`src/rtl/zeroriscy_mem_arbiter.sv`:
```
// Two-to-one OBI memory arbiter: instruction fetch and load/store share one memory port.
// Responses return in order and are routed by a small FIFO of requester IDs.
module zeroriscy_mem_arbiter #(
    parameter int ADDR_WIDTH      = 32,
    parameter int DATA_WIDTH      = 32,
    parameter int MAX_OUTSTANDING = 2,
    parameter int STARVE_LIMIT    = 4
) (
    input  logic                      clk_i,
    input  logic                      rst_i,

    input  logic                      instr_req_i,
    input  logic [ADDR_WIDTH-1:0]     instr_addr_i,
    output logic                      instr_gnt_o,
    output logic                      instr_rvalid_o,
    output logic [DATA_WIDTH-1:0]     instr_rdata_o,

    input  logic                      data_req_i,
    input  logic                      data_we_i,
    input  logic [ADDR_WIDTH-1:0]     data_addr_i,
    input  logic [DATA_WIDTH/8-1:0]   data_be_i,
    input  logic [DATA_WIDTH-1:0]     data_wdata_i,
    output logic                      data_gnt_o,
    output logic                      data_rvalid_o,
    output logic                      data_err_o,
    output logic [DATA_WIDTH-1:0]     data_rdata_o,

    output logic                      mem_req_o,
    output logic                      mem_we_o,
    output logic [ADDR_WIDTH-1:0]     mem_addr_o,
    output logic [DATA_WIDTH/8-1:0]   mem_be_o,
    output logic [DATA_WIDTH-1:0]     mem_wdata_o,
    input  logic                      mem_gnt_i,
    input  logic                      mem_rvalid_i,
    input  logic                      mem_err_i,
    input  logic [DATA_WIDTH-1:0]     mem_rdata_i,

    output logic                      busy_o,
    output logic                      protocol_err_o
);

    localparam int CNT_W = $clog2(MAX_OUTSTANDING + 1);
    localparam int PTR_W = (MAX_OUTSTANDING > 1) ? $clog2(MAX_OUTSTANDING) : 1;
    localparam int ST_W  = $clog2(STARVE_LIMIT + 1);
    localparam logic [CNT_W-1:0] MAX_CNT  = CNT_W'(MAX_OUTSTANDING);
    localparam logic [PTR_W-1:0] LAST_PTR = PTR_W'(MAX_OUTSTANDING - 1);
    localparam logic [ST_W-1:0]  ST_MAX   = ST_W'(STARVE_LIMIT);

    logic [MAX_OUTSTANDING-1:0] id_mem;
    logic [PTR_W-1:0]           wr_ptr;
    logic [PTR_W-1:0]           rd_ptr;
    logic [CNT_W-1:0]           count;
    logic [ST_W-1:0]            starve_cnt;
    logic                       prot_err;

    logic can_issue;
    logic sel_data;
    logic push;
    logic pop;
    logic head_id;

    // Handshake: a request transfers on the cycle mem_req_o && mem_gnt_i are both
    // high; exactly one response (mem_rvalid_i) follows later, in issue order.
    // Full is judged on the registered count only, so a pop never frees a slot
    // for an issue in the same cycle.
    always_comb begin
        can_issue = (count < MAX_CNT);
        sel_data  = data_req_i && !(instr_req_i && (starve_cnt == ST_MAX));
        mem_req_o = !rst_i && can_issue && (instr_req_i || data_req_i);
        push      = mem_req_o && mem_gnt_i;
        pop       = !rst_i && mem_rvalid_i && (count != '0);
        head_id   = id_mem[rd_ptr];
    end

    always_comb begin
        mem_we_o    = sel_data && data_we_i;
        mem_addr_o  = sel_data ? data_addr_i : instr_addr_i;
        mem_be_o    = sel_data ? data_be_i : '1;
        mem_wdata_o = sel_data ? data_wdata_i : '0;

        instr_gnt_o = mem_req_o && !sel_data && mem_gnt_i;
        data_gnt_o  = mem_req_o && sel_data && mem_gnt_i;

        instr_rvalid_o = pop && !head_id;
        data_rvalid_o  = pop && head_id;
        data_err_o     = pop && head_id && mem_err_i;
        instr_rdata_o  = mem_rdata_i;
        data_rdata_o   = mem_rdata_i;

        busy_o         = (count != '0);
        protocol_err_o = prot_err;
    end

    always_ff @(posedge clk_i or posedge rst_i) begin
        if (rst_i) begin
            id_mem <= '0;
            wr_ptr <= '0;
            rd_ptr <= '0;
            count  <= '0;
        end else begin
            if (push) begin
                id_mem[wr_ptr] <= sel_data;
                wr_ptr         <= (wr_ptr == LAST_PTR) ? '0 : wr_ptr + 1'b1;
            end
            if (pop) begin
                rd_ptr <= (rd_ptr == LAST_PTR) ? '0 : rd_ptr + 1'b1;
            end
            case ({push, pop})
                2'b10:   count <= count + 1'b1;
                2'b01:   count <= count - 1'b1;
                default: count <= count;
            endcase
        end
    end

    // Counts data wins that happened while fetch was waiting; a fetch grant clears it.
    always_ff @(posedge clk_i or posedge rst_i) begin
        if (rst_i) begin
            starve_cnt <= '0;
            prot_err   <= 1'b0;
        end else begin
            if (push) begin
                if (!sel_data) begin
                    starve_cnt <= '0;
                end else if (instr_req_i && (starve_cnt != ST_MAX)) begin
                    starve_cnt <= starve_cnt + 1'b1;
                end
            end
            if (mem_rvalid_i && (count == '0)) begin
                prot_err <= 1'b1;
            end
        end
    end

endmodule

```
`config.mk`:
```
export PLATFORM = sky130hd
export DESIGN_NAME = zeroriscy_mem_arbiter
export DESIGN_NICKNAME = d
export VERILOG_FILES = /design/src/rtl/zeroriscy_mem_arbiter.sv
export SDC_FILE = /design/constraint.sdc
export NUM_CORES = 1
export LEC_CHECK = 0
export CAP_MARGIN = 0
export CORE_AREA = 2 2 108 110
export DETAILED_ROUTE_END_ITERATION = 8
export DIE_AREA = 0 0 110 112
export PLACE_DENSITY = 0.7
export SLEW_MARGIN = 0
export SYNTH_ARGS = -nofsm -noshare
export SYNTH_HDL_FRONTEND = slang
export SYNTH_SLANG_ARGS = --single-unit
```
`constraint.sdc`:
```
create_clock -name clk_i -period 4.25 [get_ports clk_i]
set_clock_uncertainty 0.05 [all_clocks]
set_input_delay 0.85 -clock clk_i [delete_from_list [all_inputs] [get_ports clk_i]]
set_output_delay 0.85 -clock clk_i [all_outputs]
set_load 0.01 [all_outputs]
```
==> out/metrics.yaml, run 1 <==
run_status: "complete, no violations"
root_buffer: "clkbuf_16"
die_h_um: 112
io_pins: 281
wl_per_cell_um: 15.5
clockPowerShare_pct: 18.9
via_per_inst: 3.90
critPathCaptureType: "output pin"
post_cts_resized: 0
final.min_clock_period_ps: 3670
power.density_mw_per_mm2: 249
drt_pass1_iterations: 4
path_cells: "clkdlybuf4s50_1 > nand3_4 > nand2_8 > mux2_2 > clkdlybuf4s50_1"
p_sw_uw: 264
wirelength_um: 7090
setup_viol: 0
grt_pass1_wl_um: 9850
cp_slowest_stage_delay_ps: 580
numPlacedInstances: 453
hold_path.class: "reg -> reg"
first_iter_violations: 116
p_total_uw: 851
holdPathEnd: "protocol_err_o"
finalNonFillerCells: 456
placed_cell_area_mm2: 0.00334
synth_top_area_cell: "buf_4"
busiest_layer: "met2"
synth_top_area_share_pct: 25.7
cts_buffers: 3
p_sw_share_pct: 31.0
drc_errors: 0
fp.dieW_um: 110
peakVddDrop_mv: 0.162
synth_edf_count: 0
fill_cells: 1157
rrSetupSlack_ps: 2530
drtAntennaViolNets: 0
areaGrowthSynthToFinish_pct: 82.6
cts_max_path_buffers: 2
grt_pass1_vias: 1827
r2r_cells: 6
whs_path_depth: 1
track_usage_pct: 10.2
cts_max_level: 1
initial_core_util_pct: 16.7
crit_slowest_cell: "clkdlybuf4s50_1"
slew_headroom_pct: 75.7
worstSetupPathType: "in -> out"
final_hold_viol_count: 0
crit_top_cell: "clkdlybuf4s50_1"
final_core_util_pct: 30.5
slew_violations: 0
post-route-period-util_pct: 86.3
crit_arrival_ps: 2770
insertion_delay_ps: 230
clock-sinks: 10
routabilityCongestion: 0.818
design.die.area_mm2: 0.0123
p_int_uw: 588
synthArstFlopShare_pct: 100
rsz0062_at_grt: "no"
grt_max_degree: 38
syn_area_per_cell_um2: 9.49
use_met2_pct: 16.4
ys_warn_count: 0
syn-num-nets: 340
vias: 1779
grt_overflow: 0
path_clk_slew_ps: 40
synth_most_common_cell: "buf_4"
cts_tree: "yes"
post-cts-setup-buffers: 0
synth_area_mm2: 0.00187
path_max_fanout: 35
ys_ff_latch: 10
synth_common_cells: "buf_4 (64), and3_1 (31), mux2_4 (28)"
ctsHoldBuffers: 0
port_buffers: 184
met3_usage_pct: 4.68
drv_cap: 0
p_comb_share_pct: 61.1
yosys-top-cells-area: "buf_4 (26%), mux2_4 (22%), dfrtp_1 (13%)"
min_from: "protocol_err_o"
cp.required_ps: 3350
core_mm2: 0.0112
dp_hpwl_um: 5960
power_leakage_uw: 0.00144
worstMarginPinSlew_ps: 364
seq_power_share_pct: 20.0
critPathLaunchType: "primary input"
r2r_end: "id_mem[0]"
use_met1_pct: 12.1
clock.fmax_ghz: 0.273
fin_tns_setup_ps: 0
synth_flop_cell: "dfrtp_1"
layout.nets: 458
reg2reg_from: "starve_cnt[0]"
ys_seq_area_share_pct: 13.4
layout-drive-gt1-share_pct: 16.0
antenna_found_initial: 0
final_area_mm2: 0.00341
antenna_cells: 0
netlist-cell-type-count: 33
postSynthCellCount: 197
row_count: 39
flip-flops by register name, summed over array words and instances (netlist names):
name            count
wr_ptr              1
rd_ptr              1
id_mem              2
count               2
starve_cnt          3
protocol_err_o      1
critical path: cells and delay by family:
| family | cells | cell delay [ps] |
|---|---|---|
| simple gates | 2 | 430 |
| mux | 1 | 390 |
| buf+inv | 2 | 1070 |
per-layer routing:
layer | share of wire, % | up-vias
met1 | 39 | 809
li1 | - | 841
met5 | 0 | -
met2 | 46 | 118
met4 | 0.92 | 0
met3 | 15 | 11
per-stage QoR:
step                      worst slack (ps)  hold slack, ps
final                                  583             401
after CTS                              584             406
after global routing                   510             435
after global placement                 612             390
after floorplan                       1790             400
after detailed placement               588             397
cell families after synthesis:
logic type      share of synthesized area [%]
buf+inv                                  31.7
simple gates                             21.8
mux                                      26.6
flops                                    13.4
compound gates                           2.14
xor+xnor                                 2.34
fa+ha+maj                                2.01
power groups by stage:
stage	registers, µW	clock network, µW	logic [µW]
after floorplan	162	0	321
after global placement	168	0	514
after detailed placement	171	0	521
after CTS	170	163	526
after global routing	175	171	558
final	170	161	520
placed cells by master (no fill, tap or decap), drive strengths merged, types with 3 or more instances in the layout:
| cell type | netlist | layout |
|---|---|---|
| clkbuf | 6 | 3 |
| nand3 | 3 | 3 |
| xnor2 | 3 | 3 |
| clkdlybuf4s50 | 0 | 184 |
| buf | 68 | 3 |
| inv | 5 | 5 |
| and3 | 35 | 35 |
| dfrtp | 10 | 10 |
| ha | 3 | 3 |
| and2 | 3 | 3 |
| nand2 | 3 | 3 |
| nand2b | 4 | 4 |
| mux2 | 34 | 34 |
| nor2 | 5 | 5 |
final cells by class:
class,count,area (µm²),share of cell area [%]
timing repair buffer,187,1860,54.6
multi-input combinational,108,1030,30.1
sequential,10,250,7.33
tap,143,179,5.24
clock buffer,3,75.1,2.20
inverter,5,18.8,0.550
worst max path at each step:
stage                startpoint  cells past startpoint        endpoint
CTS                 instr_req_i                      5   mem_addr_o[2]
global route        instr_req_i                      5   mem_addr_o[3]
floorplan                 rst_i                      3      data_err_o
global placement    instr_req_i                      5  mem_addr_o[31]
finish              instr_req_i                      5   mem_addr_o[2]
detailed placement  instr_req_i                      5  mem_addr_o[31]
(Power assumes the default switching activity.)
==> run 2: changes to the inputs <==
Settings changed: SLEW_MARGIN 0 to 25.
==> results of run 2 <==
No change in the layout: final DEF, timing and power equal those of run 1.
==> run 3: changes to the inputs <==
Settings changed: CORE_AREA 2 2 108 110 to 2 2 109 111, DIE_AREA 0 0 110 112 to 0 0 111 113, PLACE_DENSITY 0.7 to 0.69.
Clock period 4.25 ns to 4.2 ns, I/O delays scaled along.
==> run 3 against run 2 <==
- wire length is 12% higher
- critical path depth stayed put
- worst hold slack better by 2.2 ps
- combinational power is 4% higher
- first-iteration DRC count is 39% lower
- cell area is 0.40% higher
- setup slack worse by 42 ps
- total power is 5.4% higher
==> out/metrics.yaml, run 3 (synthesis gave the netlist of run 1 again) <==
run_status: "complete, no violations"
rrSetupSlack_ps: 2450  # -80 ps
grt_overflow: 0  # unchanged
cts_buffers: 3  # unchanged
grt_pass1_vias: 2005  # +9.7%
layout-drive-gt1-share_pct: 16.2  # +0.27 points
post_cts_resized: 0  # unchanged
grt_pass1_wl_um: 11800  # +20%
routabilityCongestion: 0.897  # +9.7%
final_hold_viol_count: 0  # unchanged
hold_path.class: "reg -> reg"
path_clk_slew_ps: 40  # about the same
p_total_uw: 897  # +5.4%
final_common_cell: "clkdlybuf4s50_1"
peakVddDrop_mv: 0.145  # -11%
worstMarginPinSlew_ps: 367  # +3.46 ps
critPathLaunchType: "primary input"
slew_violations: 0  # unchanged
port_buffers: 184  # unchanged
placed_cell_area_mm2: 0.00334  # unchanged
regMostFlops: "starve_cnt"
cts_max_path_buffers: 2  # unchanged
crit_arrival_ps: 2770  # about the same
ctsHoldBuffers: 0  # unchanged
areaGrowthSynthToFinish_pct: 83.3
antenna_found_initial: 0  # unchanged
clock-sinks: 10  # unchanged
dp_hpwl_um: 6440  # +8.1%
drv_cap: 0  # unchanged
setup_viol: 0  # unchanged
grt_max_degree: 38  # unchanged
first_iter_violations: 71  # -39%
wirelength_um: 7930  # +12%
critPathCaptureType: "output pin"
initial_core_util_pct: 16.6  # -0.14 points
fin_tns_setup_ps: 0  # unchanged
root_buffer: "clkbuf_16"
post-route-period-util_pct: 87.1
row_count: 39  # unchanged
layout_common_cells: "clkdlybuf4s50_1 (184), and3_1 (31), mux2_4 (28)"
path_max_fanout: 35  # unchanged
cts_tree: "yes"
final.min_clock_period_ps: 3660
drt_pass1_iterations: 4  # unchanged
largest_reg_flops: 3  # unchanged
antenna_cells: 0  # unchanged
power_leakage_uw: 0.00145  # +0.50%
drc_errors: 0  # unchanged
design.die.area_mm2: 0.0125  # +1.8%
worstSetupPathType: "in -> out"
insertion_delay_ps: 240  # about the same
wl_per_cell_um: 17.3  # +12%
core_mm2: 0.0113  # +0.87%
layout.nets: 458  # unchanged
post-cts-setup-buffers: 0  # unchanged
slew_headroom_pct: 75.5  # -0.23 points
track_usage_pct: 11.8  # +1.7 points
reg_top3: "starve_cnt (3), count (2), id_mem (2)"
io_pins: 281  # unchanged
final_area_mm2: 0.00343  # +0.40%
fp.dieW_um: 111  # +0.91%
cts_max_level: 1  # unchanged
via_per_inst: 3.98  # +2.1%
vias: 1820  # +2.3%
cp.required_ps: 3310  # -40 ps
clock.fmax_ghz: 0.273
rsz0062_at_grt: "no"
fill_cells: 1163  # +0.52%
drtAntennaViolNets: 0  # unchanged
power.density_mw_per_mm2: 262  # +5.0%
die_h_um: 113  # +0.89%
[run 3: where the power goes]
part | internal (µW) | switching, µW | total (µW) | leakage (µW)
registers | 137 | 35.4 | 172 | 0.000118
logic | 336 | 203 | 539 | 0.00129
clock network | 143 | 43.1 | 186 | 0.0000442
total | 616 | 282 | 897 | 0.00145
[run 3: path summary, 6_finish.rpt]
check                          startpoint              to  depth (start not counted)
hold reg to reg            protocol_err_o  protocol_err_o                          1
setup / recovery              instr_req_i   mem_addr_o[1]                          5
setup reg to reg            starve_cnt[0]       id_mem[0]                          6
hold / removal             protocol_err_o  protocol_err_o                          1
max in group asynchronous           rst_i          wr_ptr                          3
min in group asynchronous           rst_i       id_mem[1]                          3
[run 3: routing by layer]
metal | share of wire, % | routed length, µm | global-route usage, %
met1 | 40 | 3140 | 13.7
met3 | 9.1 | 722 | 3.32
met2 | 49 | 3880 | 21.0
met4 | 2.4 | 187 | 4.25
met5 | 0 | 0 | 0
[run 3: area by class of cell]
cell class / instances / area (µm²) / area share [%]
Multi-Input combinational cell: 108 / 1030 / 29.9
Clock buffer: 4 / 88.8 / 2.59
Timing Repair Buffer: 187 / 1860 / 54.4
Tap cell: 143 / 179 / 5.22
Sequential cell: 10 / 250 / 7.30
Inverter: 5 / 18.8 / 0.548
[run 3: stage by stage]
step                      hold WS (ps)  worst slack (ps)  utilization (%)  cells
final                              403               542             30.4    457
after global routing               428               493             30.4    457
after CTS                          411               552             30.4    457
after detailed placement           408               559             29.6    453
after global placement             392               603             29.6    453
after floorplan                    400              1760                -    197
[run 3: worst max-delay path: stages]
cell and delay, ps:
clkdlybuf4s50_1 590, nand3_4 140, nand2_8 300, mux2_2 400, clkdlybuf4s50_1 480
